<file path="config.mk">
export PLATFORM = sky130hd
export DESIGN_NAME = uart_tx_fifo
export DESIGN_NICKNAME = d
export VERILOG_FILES = /design/src/rtl/uart_pkg.sv /design/src/rtl/fifo_ram_dp.sv /design/src/rtl/uart_tx_fifo.sv
export SDC_FILE = /design/constraint.sdc
export NUM_CORES = 1
export LEC_CHECK = 0
export BUFFER_PORTS_ARGS = -buffer_cell sky130_fd_sc_hd__buf_2
export CELL_PAD_IN_SITES_DETAIL_PLACEMENT = 0
export CELL_PAD_IN_SITES_GLOBAL_PLACEMENT = 1
export CORE_AREA = 2 2 111 113
export CTS_BUF_LIST = sky130_fd_sc_hd__clkbuf_16
export DETAILED_ROUTE_END_ITERATION = 10
export DIE_AREA = 0 0 113 115
export MAX_ROUTING_LAYER = met4
export PLACE_DENSITY_LB_ADDON = 0.1
export SYNTH_ARGS = -nofsm -noshare
export SYNTH_HDL_FRONTEND = slang
export SYNTH_SLANG_ARGS = --single-unit
</file>
<file path="constraint.sdc">
create_clock -name CLOCK_50 -period 5.7 [get_ports CLOCK_50]
set_input_delay 0.855 -clock CLOCK_50 [delete_from_list [all_inputs] [get_ports CLOCK_50]]
set_output_delay 0.855 -clock CLOCK_50 [all_outputs]
set_load 0.01 [all_outputs]
</file>
<file path="src/rtl/uart_pkg.sv">
// Shared definitions for the UART transmit queue.
//   PERIOD          : UART bit period in CLOCK_50 cycles (50 MHz / 19200 baud)
//   DEPTH_LOG2_DEF  : default log2 of the queue depth in bytes
//   tx_state_t      : states of the transmit hand-off FSM
package uart_pkg;

    localparam int unsigned PERIOD         = 2604;
    localparam int unsigned DEPTH_LOG2_DEF = 4;

    typedef enum logic [1:0] {
        IDLE       = 2'd0,
        LOAD       = 2'd1,
        WAIT_START = 2'd2,
        WAIT_DONE  = 2'd3
    } tx_state_t;

endpackage

</file>
<file path="src/rtl/fifo_ram_dp.sv">
// Dual-port byte storage for the transmit queue: synchronous write,
// asynchronous (combinational) read.
//   clk   : write clock
//   we    : write enable
//   waddr : write address
//   wdata : write data
//   raddr : read address
//   rdata : read data, follows raddr without a clock
module fifo_ram_dp #(
    parameter int unsigned AW = 4,
    parameter int unsigned DW = 8
) (
    input  logic          clk,
    input  logic          we,
    input  logic [AW-1:0] waddr,
    input  logic [DW-1:0] wdata,
    input  logic [AW-1:0] raddr,
    output logic [DW-1:0] rdata
);

    logic [DW-1:0] mem [2**AW];

    // Storage carries no reset; validity is tracked by the queue pointers.
    always_ff @(posedge clk) begin
        if (we) begin
            mem[waddr] <= wdata;
        end
    end

    assign rdata = mem[raddr];

endmodule

</file>
<file path="src/rtl/uart_tx_fifo.sv">
// Byte queue in front of a UART transmitter. Bytes written on WR are
// queued and handed to the UART one at a time with a one-cycle TXS pulse.
//   CLOCK_50 : clock, rising edge
//   RESET    : asynchronous active-high reset
//   WR_DATA  : byte to enqueue
//   WR       : enqueue strobe, one byte per cycle
//   FULL     : queue holds 2^DEPTH_LOG2 bytes
//   EMPTY    : queue holds no bytes
//   COUNT    : number of bytes queued
//   OVERFLOW : sticky, a write was dropped because the queue was full
//   CLR_OVF  : clears OVERFLOW (a simultaneous drop keeps it set)
//   TX_DATA  : byte presented to the UART, held until the next hand-off
//   TXS      : transmit-start pulse to the UART
//   TXC      : UART idle / transmit-complete flag
module uart_tx_fifo
    import uart_pkg::*;
#(
    parameter int unsigned DEPTH_LOG2 = DEPTH_LOG2_DEF,
    parameter int unsigned START_WAIT = 3
) (
    input  logic                CLOCK_50,
    input  logic                RESET,
    input  logic [7:0]          WR_DATA,
    input  logic                WR,
    output logic                FULL,
    output logic                EMPTY,
    output logic [DEPTH_LOG2:0] COUNT,
    output logic                OVERFLOW,
    input  logic                CLR_OVF,
    output logic [7:0]          TX_DATA,
    output logic                TXS,
    input  logic                TXC
);

    localparam int unsigned AW    = DEPTH_LOG2;
    localparam int unsigned CW    = DEPTH_LOG2 + 1;
    localparam int unsigned DEPTH = 2**DEPTH_LOG2;
    localparam int unsigned WW    = (START_WAIT > 1) ? $clog2(START_WAIT) : 1;

    logic [AW-1:0] wr_ptr;
    logic [AW-1:0] rd_ptr;
    logic [7:0]    head;
    logic          push;
    logic          pop;
    logic [CW-1:0] count_next;
    tx_state_t     state;
    logic [WW-1:0] wait_cnt;

    // A write is accepted only against the registered FULL, so a pop in the
    // same cycle never makes room for a write that arrived at full.
    assign push       = WR & ~FULL;
    assign pop        = (state == IDLE) & ~EMPTY & TXC;
    assign count_next = COUNT + CW'(push) - CW'(pop);

    fifo_ram_dp #(
        .AW (AW),
        .DW (8)
    ) u_ram (
        .clk   (CLOCK_50),
        .we    (push & ~RESET),
        .waddr (wr_ptr),
        .wdata (WR_DATA),
        .raddr (rd_ptr),
        .rdata (head)
    );

    // Queue pointers, occupancy flags and overflow flag.
    always_ff @(posedge CLOCK_50 or posedge RESET) begin
        if (RESET) begin
            wr_ptr   <= '0;
            rd_ptr   <= '0;
            COUNT    <= '0;
            EMPTY    <= 1'b1;
            FULL     <= 1'b0;
            OVERFLOW <= 1'b0;
        end else begin
            if (push) begin
                wr_ptr <= wr_ptr + AW'(1);
            end
            if (pop) begin
                rd_ptr <= rd_ptr + AW'(1);
            end
            COUNT <= count_next;
            EMPTY <= (count_next == '0);
            FULL  <= (count_next == CW'(DEPTH));
            if (WR & FULL) begin
                OVERFLOW <= 1'b1;
            end else if (CLR_OVF) begin
                OVERFLOW <= 1'b0;
            end
        end
    end

    // Hand-off FSM: pop into TX_DATA, pulse TXS, then follow TXC through
    // the frame. If the UART never drops TXC the byte is abandoned.
    always_ff @(posedge CLOCK_50 or posedge RESET) begin
        if (RESET) begin
            state    <= IDLE;
            TXS      <= 1'b0;
            TX_DATA  <= 8'h00;
            wait_cnt <= '0;
        end else begin
            TXS <= 1'b0;
            case (state)
                IDLE: begin
                    if (pop) begin
                        state   <= LOAD;
                        TXS     <= 1'b1;
                        TX_DATA <= head;
                    end
                end
                LOAD: begin
                    state    <= WAIT_START;
                    wait_cnt <= '0;
                end
                WAIT_START: begin
                    if (!TXC) begin
                        state <= WAIT_DONE;
                    end else if (wait_cnt == WW'(START_WAIT - 1)) begin
                        state <= IDLE;
                    end else begin
                        wait_cnt <= wait_cnt + WW'(1);
                    end
                end
                WAIT_DONE: begin
                    if (TXC) begin
                        state <= IDLE;
                    end
                end
                default: begin
                    state <= IDLE;
                end
            endcase
        end
    end

endmodule

</file>
# ---- Word-level counts from Yosys, hierarchy flattened
# Memories as Yosys holds them, arrays and structs flattened. A register that Yosys moved wholly into a read port is not among the register bits.
# Index checks and enable logic that the tools add are counted.
dict set report totals {
  input_bits 13
  rom_bits 0
  elab_cells 54
  latch_bits 0
  ram_bits 128
  mem_count 1
  out_inout_bits 17
  regBits 21
}
# name words word_bits read_ports rd_ports_with_merged_regs write_ports line_no
set memory_table {}
lappend memory_table {u_ram.mem 16 8 1 1 1 fifo_ram_dp.sv:21} ;# logic [DW-1:0] mem [2**AW];
dict set report op_classes {
  reduce_logical 7
  magnitude_cmp 0
  bitwise 8
  add_sub_neg 5
  div_mod_pow 0
  eq_ne 10
  n_shift 0
  multipliers 0
  muxes 14
}
# cell count
set ops {}
lappend ops {{2-bit 2-to-1 mux} 6}
lappend ops {{4-bit by 1-bit adder with 4-bit output (second input constant)} 2}
lappend ops {{2-bit inequality test (second input constant)} 4}
lappend ops {{2-bit case mux with 4 select lines} 1}
lappend ops {{2-bit == test (second input constant)} 3}
lappend ops {{1-bit 2-to-1 mux} 6}
lappend ops {{3-bit AND reduction} 2}
lappend ops {{5-bit by 1-bit adder with 5-bit output} 1}
lappend ops {{1-bit AND} 5}
lappend ops {{5-bit == test (second input constant)} 1}
lappend ops {{5-bit logical NOT} 1}
lappend ops {{5-bit by 1-bit subtractor with 5-bit output} 1}
lappend ops {{2-bit case mux with 2 select lines} 1}
lappend ops {{2-bit nonzero test} 2}
lappend ops {{3-bit inequality test (second input constant)} 1}
lappend ops {{1-bit NOT} 3}
lappend ops {{2-bit by 1-bit adder with 2-bit output (second input constant)} 1}
lappend ops {{2-bit by 1-bit == test with 1-bit output (second input constant)} 1}
lappend ops {{2-bit logical NOT} 1}
lappend ops {{2-bit AND reduction} 1}

# ---- Longest topological paths before layout
# Gate-level depths: netlist of run 1.
dict set report depth {
  depth_word 5
  mapped_depth 12
}

# ---- By module
# A second synthesis of run 1 with hierarchy kept.
dict set report unflattened {
  cells_unflattened 330
  area_unflattened_um2 6361.1
}
# mod area_per_inst_um2 seq_area_each_um2 cells_each n_inst
set by_module_without_submodules {}
lappend by_module_without_submodules {fifo_ram_dp 4987.3 3843.7 221 1}
lappend by_module_without_submodules {uart_tx_fifo 1373.8 726.9 109 1}

# ---- Least setup slack after synthesis of run 1
# No wires, ideal clock.
dict set report synth_timing {
  kind {input port to flip-flop}
  from {input TXC}
  to {register FULL}
  path_stages 12
  arrival_ns 3.079
  setup_slack_ns 2.533
  setup_ns 0.088
  n_path_buf 2
  path_cell_list {or4b_1 -> buf_2 -> clkbuf_1 -> inv_1 -> ha_1 -> inv_1 -> ha_1 -> fa_1 -> a21o_1 -> a21oi_1 -> xnor2_1 -> nor3b_1}
}
dict set report synth_between {
  elab_chain_len 3
}
# item line_no
set synth_lines {}
lappend synth_lines {{start: declaration} uart_tx_fifo.sv:32} ;# input logic TXC
lappend synth_lines {{1-bit AND} uart_tx_fifo.sv:52} ;# assign pop = (state == IDLE) & ~EMPTY & TXC;
lappend synth_lines {{named net pop} uart_tx_fifo.sv:44} ;# logic pop;
lappend synth_lines {{5-bit by 1-bit subtractor with 5-bit output} uart_tx_fifo.sv:53} ;# assign count_next = COUNT + CW'(push) - CW'(pop);
lappend synth_lines {{named net count_next[4]} uart_tx_fifo.sv:45} ;# logic [CW-1:0] count_next;
lappend synth_lines {{5-bit == test} uart_tx_fifo.sv:85} ;# FULL <= (count_next == CW'(DEPTH));
lappend synth_lines {{end signal: assignment} uart_tx_fifo.sv:85}
lappend synth_lines {{end: declaration} uart_tx_fifo.sv:25} ;# output logic FULL,
# The timed path passes the listed nets, and every way through them passes these cells.
# A chain may end at the register's enable or synchronous reset.

# ---- Worst setup path after layout of run 1
dict set report layout_timing {
  from {register state[0]}
  to {register FULL}
}
dict set report layout_between {
  elab_chain_len 5
}
# item line_no
set layout_lines {}
lappend layout_lines {{start: declaration} uart_tx_fifo.sv:46} ;# tx_state_t state;
lappend layout_lines {{start signal: assignment} uart_tx_fifo.sv:98} ;# state <= IDLE;
lappend layout_lines {{start signal: assignment} uart_tx_fifo.sv:107} ;# state <= LOAD;
lappend layout_lines {{start signal: assignment} uart_tx_fifo.sv:113} ;# state <= WAIT_START;
lappend layout_lines {{2-bit logical NOT} uart_tx_fifo.sv:52}
lappend layout_lines {{1-bit AND (2 in series)} uart_tx_fifo.sv:52}
lappend layout_lines {{named net pop} uart_tx_fifo.sv:44}
lappend layout_lines {{5-bit by 1-bit subtractor with 5-bit output} uart_tx_fifo.sv:53}
lappend layout_lines {{named net count_next[4]} uart_tx_fifo.sv:45}
lappend layout_lines {{5-bit == test} uart_tx_fifo.sv:85}
# The timed path passes the listed nets, and every way through them passes these cells.

==> results.md, run 1 <==
- Flop and latch count out of synthesis: 157
- # setup viols final: 0
- Hold-fix buffer count after cts: 0
- H-Tree Depth: 4
- Port Buf Inserts: 29
- Total GRT Usage: roughly a fifth
- CP max FO: 16
- First-pass GRT wire length: ~18000 microns
- Clock Latency Late Sink: ~420 ps
- Max-cap viol count: 0
- Row count: 40
- Setup TNS: 0 ps
- Reg clk slew, reported paths: ~60 ps
- Area growth syn-to-layout: 13.1%
- Clock sinks: about 160
- Seq/Total Area, Yosys: 71.8%
- Via density: between 5 and 6
- Post-place setup slack: between 2000 and 2500 ps
- Syn Std Cell Area: 0.00636 sq mm
- Final max-slew violation count: 0
- Vias in the first global route: between 3000 and 4000
- Slew HR: between 30% and 40%
- YS warnings: 0
- Core area: around 0.012 sq mm
- Post-route total power: 3.53 mW
- CTS Buf Count: 17
- Clock Path Buffers: 2
- Post-route cell area: 0.00720 sq mm
- Sequence of cells on the critical path: or4b_1 > inv_1 > ha_1 > inv_1 > ha_1 > fa_1 > a21o_1 > a21oi_1 > xnor2_1 > nor3b_1
- Vias: 3115
- Avg Synthesized Cell Area: 18.4 sq um
- Req. time, crit path: 6030 ps
- Commonest non-fill, non-tap cell in the layout: edfxtp_1
- Failing checks: design-rule violations
- Initial Util: around 54%
- Netlist cell types: 40
- Worst vdd ir: around 0.00024 V
- CTS tree: done
- Worst Path Buf+Inv: 2
- Final Hold Fails: 0
- CTS resizes: 0
- Sum of routed wire length over all layers: between 10000 and 15000 microns
- Post-Syn Instances: 345
- Placer congestion estimate: between 0.7 and 0.8
- Nets: roughly 410
- Inserted Diodes: 0
- Largest delay share family, worst path: simple AND/OR/NAND/NOR gates
- Leak Pwr: ~2.6 nW
- Post-Syn Nets: 370
- Initial antenna violation count: 0
- Die height: roughly 120 microns
- Largest net degree at the start of global routing: 32
- Pwr Density: ~490 mW/mm^2
- Outcome: finished with violations
- Drc violations: 2
- RSZ-0062 raised after global routing: no
- Fraction of layout cells with a size suffix above 1: approximately a fifth
- CP Launch Type: register
- DRT antenna net count: 0
- Final worst path period share: 54.8%
- Die W: 113 microns
- F_max: approximately 320 MHz
- Hold Crit Class: register to register
- Initial DRC Count: ~280
- DR WL/cell: 21.9 microns
- Final HPWL DP: between 7000 and 8000 microns
- Max Clock Skew: about 6.0 ps
- Final worst slack: 2580 ps
- Top-Level Pins: 30
- Most frequent cells in the layout: edfxtp_1, buf_2, dfrtp_1, mux4_1, nor2_1
- DP Area: between 0.006 and 0.007 sq mm
- Pre-antenna DRT Iters: 7
- Setup Buffers After CTS: 0
- Congestion Overflow GR: 0
- Worst-Margin Slew: just over 1000 ps
- WS Path Type: register to register
- Total Die Area: 0.0130 sq mm
- Hold Slack: slightly above 500 ps
- Clock tree root driver cell: clkbuf_16
- Critical path's largest stage delay: 880 ps
- Critical-path top delay cell: or4b_1
- Critical Path Sink Type: register
- Final worst path period need: 3120 ps
- Worst EP arrival: about 3500 ps
-- worst register-to-register path, delay by kind of cell, from the launching register on --
| kind | cells | cell delay [ps] |
|---|---|---|
| flops | 1 | 450 |
| xor+xnor | 1 | 180 |
| fa+ha+maj | 3 | 750 |
| simple gates | 2 | 1100 |
| buf+inv | 2 | 190 |
| compound gates | 2 | 380 |
-- stage by stage --
| step | cells | util (%) |
|---|---|---|
| after floorplan | 345 | - |
| after global placement | 509 | 56.1 |
| after detailed placement | 509 | 56.1 |
| after CTS | 541 | 60.9 |
| after global routing | 541 | 60.9 |
| final | 541 | 60.9 |
-- logic make-up (layout without fill, tap and decap cells) --
| family | count (synthesis) | count (layout) | share of synthesized area [%] |
|---|---|---|---|
| buffers and inverters | 30 | 79 | 2.36 |
| XOR/XNOR | 10 | 10 | 1.38 |
| multiplexers | 44 | 44 | 14.3 |
| flip-flops | 157 | 157 | 71.8 |
| adder cells (fa/ha/maj) | 12 | 12 | 2.48 |
| AO/OA/AOI/OAI | 33 | 33 | 3.24 |
| AND/OR/NAND/NOR | 59 | 59 | 4.44 |
-- cell type report --
class / count / area (sq um)
multi-input cells: 158 / 1640
clock inverters: 15 / 145
clock buffers: 17 / 425
repair buffers: 33 / 175
inverters: 14 / 52.6
well taps: 147 / 184
flip-flops and latches: 157 / 4570
fillers: 847 / 4620
-- per-layer routing --
metal | global-route usage [%] | wire, microns
met1 | 27.5 | 5240
met2 | 30.9 | 5870
met3 | 4.22 | 619
met4 | 8.21 | 116
met5 | - | 0
-- report_power, final --
group	leakage [nW]	internal [mW]	switching, mW
clock	0.266	0.640	0.437
sequential	1.51	1.40	0.101
combinational	0.807	0.445	0.503
total	2.58	2.49	1.04
-- flip-flops by register name (all words and copies together), names as in the netlist --
signal and count:
FULL 1, wr_ptr 4, state 2, u_ram.mem 128, OVERFLOW 1, TX_DATA 8
EMPTY 1, COUNT 5, rd_ptr 4, wait_cnt 2, TXS 1
-- synthesized netlist by cell type --
cell type | number | area, sq um
o21ai_1 | 5 | 25.0
o311ai_0 | 1 | 8.76
and2_1 | 1 | 6.26
inv_2 | 1 | 3.75
edfxtp_1 | 128 | 3840
o21ba_2 | 1 | 10.0
o21a_1 | 1 | 7.51
dfrtp_1 | 28 | 701
inv_1 | 13 | 48.8
ha_1 | 11 | 138
buf_1 | 1 | 3.75
nor2b_1 | 7 | 43.8
xor2_1 | 1 | 8.76
o211ai_1 | 1 | 7.51
mux2i_1 | 6 | 60.1
mux2_2 | 8 | 90.1
xnor2_1 | 9 | 78.8
a21o_1 | 2 | 15.0
mux4_1 | 22 | 578
nand4_1 | 3 | 18.8
mux4_2 | 8 | 180
buf_6 | 2 | 22.5
a21oi_1 | 4 | 20.0
nand2_1 | 15 | 56.3
dfstp_2 | 1 | 26.3
a221o_1 | 1 | 10.0
a22oi_1 | 7 | 52.6
or4b_1 | 1 | 10.0
nand3b_1 | 2 | 15.0
or3_1 | 2 | 12.5
fa_1 | 1 | 20.0
nor2_1 | 19 | 71.3
nor3_1 | 4 | 20.0
buf_8 | 1 | 15.0
buf_2 | 9 | 45.0
nor3b_1 | 1 | 7.51
clkbuf_1 | 3 | 11.3
o21ai_0 | 10 | 50.1
nand3_1 | 3 | 15.0
nand2b_1 | 1 | 6.26
-- path summary, 6_finish.rpt --
kind | slack (ps) | endpoint | cells after the start | start
max | 2580 | FULL | 10 | state[0]
min | 510 | wait_cnt[1] | 2 | wait_cnt[1]
max reg2reg | 2580 | FULL | 10 | state[0]
min reg2reg | 510 | wait_cnt[1] | 2 | wait_cnt[1]
max in group asynchronous | 4400 | EMPTY | 3 | RESET
min in group asynchronous | 540 | TX_DATA[5] | 2 | RESET
(Power assumes the default switching activity.)
==> run 2: changes to the inputs <==
Settings changed: ABC_AREA set to 1, CORE_AREA 2 2 111 113 to 2 2 122 124, DIE_AREA 0 0 113 115 to 0 0 124 126.
Clock period 5.7 ns to 2.99 ns, I/O delays scaled along.
==> run 2 against run 1 <==
The flow now finishes without violations; core utilization shrank 6.6 points; highest routed layer unchanged; synthesized cell count up 95%; clock skew grew 2.1 ps; clock power rose by 92%; sequential share of layout area decreased by 4.7 points; clock-buffer cell count stayed put; die area up 20%; area after synthesis grew 8.6%; critical path depth unchanged; sequential power up 89%; hold slack worse by 410 ps; combinational power increased to 2.6 times the previous value.
==> results.md, run 2 <==
- Outcome: completed
- Largest delay share family, worst path: adder cells
- R2R depth: 10 (unchanged)
- Final cell count without fillers: 905 (+67%)
- Die height: 126 microns (+9.6%)
- Syn Std Cell Area: 0.00691 sq mm (+8.6%)
- Initial antenna violation count: 0 (unchanged)
- Top-Level Pins: 30 (unchanged)
- Main area contributors after synthesis: edfxtp_1, nand2_1, dfrtp_1
- Seq/Total Area, Yosys: 66.1% (-5.7 points)
- Worst vdd ir: 0.000577 V (+140%)
- F_max: 424 MHz (+32%)
- Setup TNS: 0 ps (unchanged)
- Die W: 124 microns (+9.7%)
- Post-Syn Instances: 674 (+95%)
- Critical path's largest stage delay: 400 ps (-480 ps)
- Pwr Density: 943 mW/mm^2 (+92%)
- Internal power: 4.72 mW (+90%)
- Vias in the first global route: 4295 (+39%)
- Row count: 44 (+10%)
- Final HPWL DP: 9370 microns (+27%)
- Commonest cells post-synth: nand2_1, edfxtp_1, inv_1
- Hold-fix buffer count after cts: 0 (unchanged)
- Post-Syn Nets: 699 (+89%)
- Core area: 0.0143 sq mm (+21%)
- # setup viols final: 0 (unchanged)
- DP Area: 0.00721 sq mm (+8.9%)
- CTS resizes: 0 (unchanged)
- YS warnings: 0 (unchanged)
- Fillers: 1251 (+48%)
- Number of flops mapped to enable cells by yosys: 128 (unchanged)
- First-pass GRT wire length: 23800 microns (+30%)
- CP max FO: 9 (-7)
- Register share of total power: 38.5% (-4.1 points)
- Area leader, netlist: edfxtp_1
- Total Die Area: 0.0156 sq mm (+20%)
- Critical path depth in cells: 10 (unchanged)
- Drc violations: 0 (-2)
- Placed Instances: 873 (+72%)
- Sum of routed wire length over all layers: 15000 microns (+27%)
- RSZ-0062 raised after global routing: no
- Final worst slack: 632 ps (-1950 ps)
- Port Buf Inserts: 29 (unchanged)
- Flip-flop count of the largest register after layout: 128 (unchanged)
- Placer congestion estimate: 0.804 (+1.6%)
- Sw Share: 35.7% (+6.2 points)
- Worst reg2reg path startpoint: FULL
- Core Util, Final: 54.3% (-6.6 points)
- Post-place setup slack: 474 ps (-1680 ps)
- Clock tree root driver cell: clkbuf_16
- Netlist cell types: 26 (-35%)
- Final worst path period share: 78.9% (+24 points)
- Reg clk slew, reported paths: 60 ps (about the same)
- Via density: 4.82 (-16%)
- Vias: 4364 (+40%)
- Psw: 2.62 mW (+150%)
- Top flop regs: u_ram.mem (128), TX_DATA (8), COUNT (5)
- Avg Synthesized Cell Area: 10.3 sq um (-44%)
- Nets: 733 (+81%)
- Initial Util: 48.3% (-5.6 points)
- Hold Crit Class: input port to async pin
- FFs w/ async S/R, synth: 18.5% (unchanged)
- Fraction of layout cells with a size suffix above 1: 10.1% (-10 points)
- Clock share of power: 28.2% (-2.3 points)
- Req. time, crit path: 3340 ps (-2690 ps)
- Worst EP arrival: 2710 ps (-740 ps)
- Critical Path Sink Type: register
- Dominant cell by count in the synthesized netlist: nand2_1
- CTS Buf Count: 17 (unchanged)
- CP Launch Type: register
- Worst Path Buf+Inv: 2 (unchanged)
- Slew HR: 42.3% (+9.7 points)
- H-Tree Depth: 4 (unchanged)
- Clock sinks: 157 (unchanged)
- Post-route cell area: 0.00778 sq mm (+8.1%)
- Final max-slew violation count: 0 (unchanged)
- Setup Buffers After CTS: 0 (unchanged)
- Clock Path Buffers: 2 (unchanged)
- Final worst path period need: 2360 ps (-762 ps)
- Ys flop type: edfxtp_1
- Max-cap viol count: 0 (unchanged)
- Combinational power share: 33.3% (+6.4 points)
- Max Clock Skew: 8.14 ps (+2.12 ps)
- Most frequent cells in the layout: nand2_1, edfxtp_1, inv_1, nand3_1, buf_2
- Worst-Margin Slew: 862 ps (-145 ps)
- Total GRT Usage: 21.5% (+1.1 points)
- Pre-antenna DRT Iters: 5 (-2)
- Flop and latch count out of synthesis: 157 (unchanged)
- Sequence of cells on the critical path: nor2_2 > inv_1 > ha_1 > inv_1 > ha_1 > fa_1 > nand3_1 > nand2_1 > xor2_1 > and3_1
- Reg with most FFs: u_ram.mem
- Largest net degree at the start of global routing: 67 (+110%)
- Clock Latency Late Sink: 420 ps (about the same)
- Setup slack, reg-to-reg: 630 ps (-1950 ps)
- Congestion Overflow GR: 0 (unchanged)
- WS Path Type: register to register
- Inserted Diodes: 0 (unchanged)
- Synth top area share: 55.6% (-4.8 points)
- Final Hold Fails: 0 (unchanged)
- Area growth syn-to-layout: 12.6%
- Initial DRC Count: 336 (+21%)
- DRT antenna net count: 0 (unchanged)
- CTS tree: done
- Leak Pwr: 3.52 nW (+36%)
- Critical R2R Capture: FULL
- Commonest non-fill, non-tap cell in the layout: nand2_1
- DR WL/cell: 16.6 microns (-24%)
- Critical-path top delay cell: dfrtp_1
-- run 2: worst min-delay path: stages --
cell and delay [ps]:
buf_2 110, inv_1 80, buf_4 240
-- run 2: worst max-delay path by stage --
stage	slack, ps	to	start
final	630	FULL	FULL
after global routing	430	FULL	FULL
after CTS	610	FULL	FULL
after detailed placement	470	FULL	WR
after global placement	520	FULL	WR
after floorplan	650	FULL	EMPTY
-- run 2: layout make-up --
class | count | area (sq um) | share of cell area, %
Tap cell | 184 | 230 | 2.96
Sequential cell | 157 | 4570 | 58.8
Inverter | 122 | 458 | 5.89
Timing Repair Buffer | 42 | 255 | 3.28
Clock buffer | 17 | 425 | 5.47
Clock inverter | 15 | 139 | 1.79
Multi-Input combinational cell | 368 | 1700 | 21.8
-- run 2: power groups by stage --
stage	Clock, mW	Sequential (mW)	Combinational [mW]
2_1_floorplan	0	2.87	1.79
3_3_place_gp	0	2.86	2.44
3_5_place_dp	0	2.87	2.46
4_1_cts	2.11	2.83	2.47
5_1_grt	2.19	2.86	2.79
6_report	2.07	2.83	2.44
-- run 2: kinds of logic after synthesis --
| group | count (synthesis) | share of synthesized area (%) |
|---|---|---|
| and+or+nand+nor | 336 | 20.3 |
| DFF | 157 | 66.1 |
| buffers and inverters | 149 | 9.27 |
| adders and majority gates | 12 | 2.28 |
| AOI/OAI and AO/OA | 10 | 0.779 |
| xor gates and xnor gates | 10 | 1.27 |
-- run 2: metal layers --
layer  global-route usage, %  up-vias  share of wire [%]
met5                       -        -                  0
met3                    4.21       18                4.3
li1                        -     2221                  -
met2                    33.7       77                 49
met1                    28.2     2048                 45
met4                    7.34        0                1.8
-- run 2: metrics by stage --
| stage | total power, mW | hold WS [ps] |
|---|---|---|
| after floorplan | 4.66 | 497 |
| after global placement | 5.30 | 461 |
| after detailed placement | 5.33 | 461 |
| after CTS | 7.41 | 96.7 |
| after global routing | 7.84 | 116 |
| final | 7.34 | 103 |
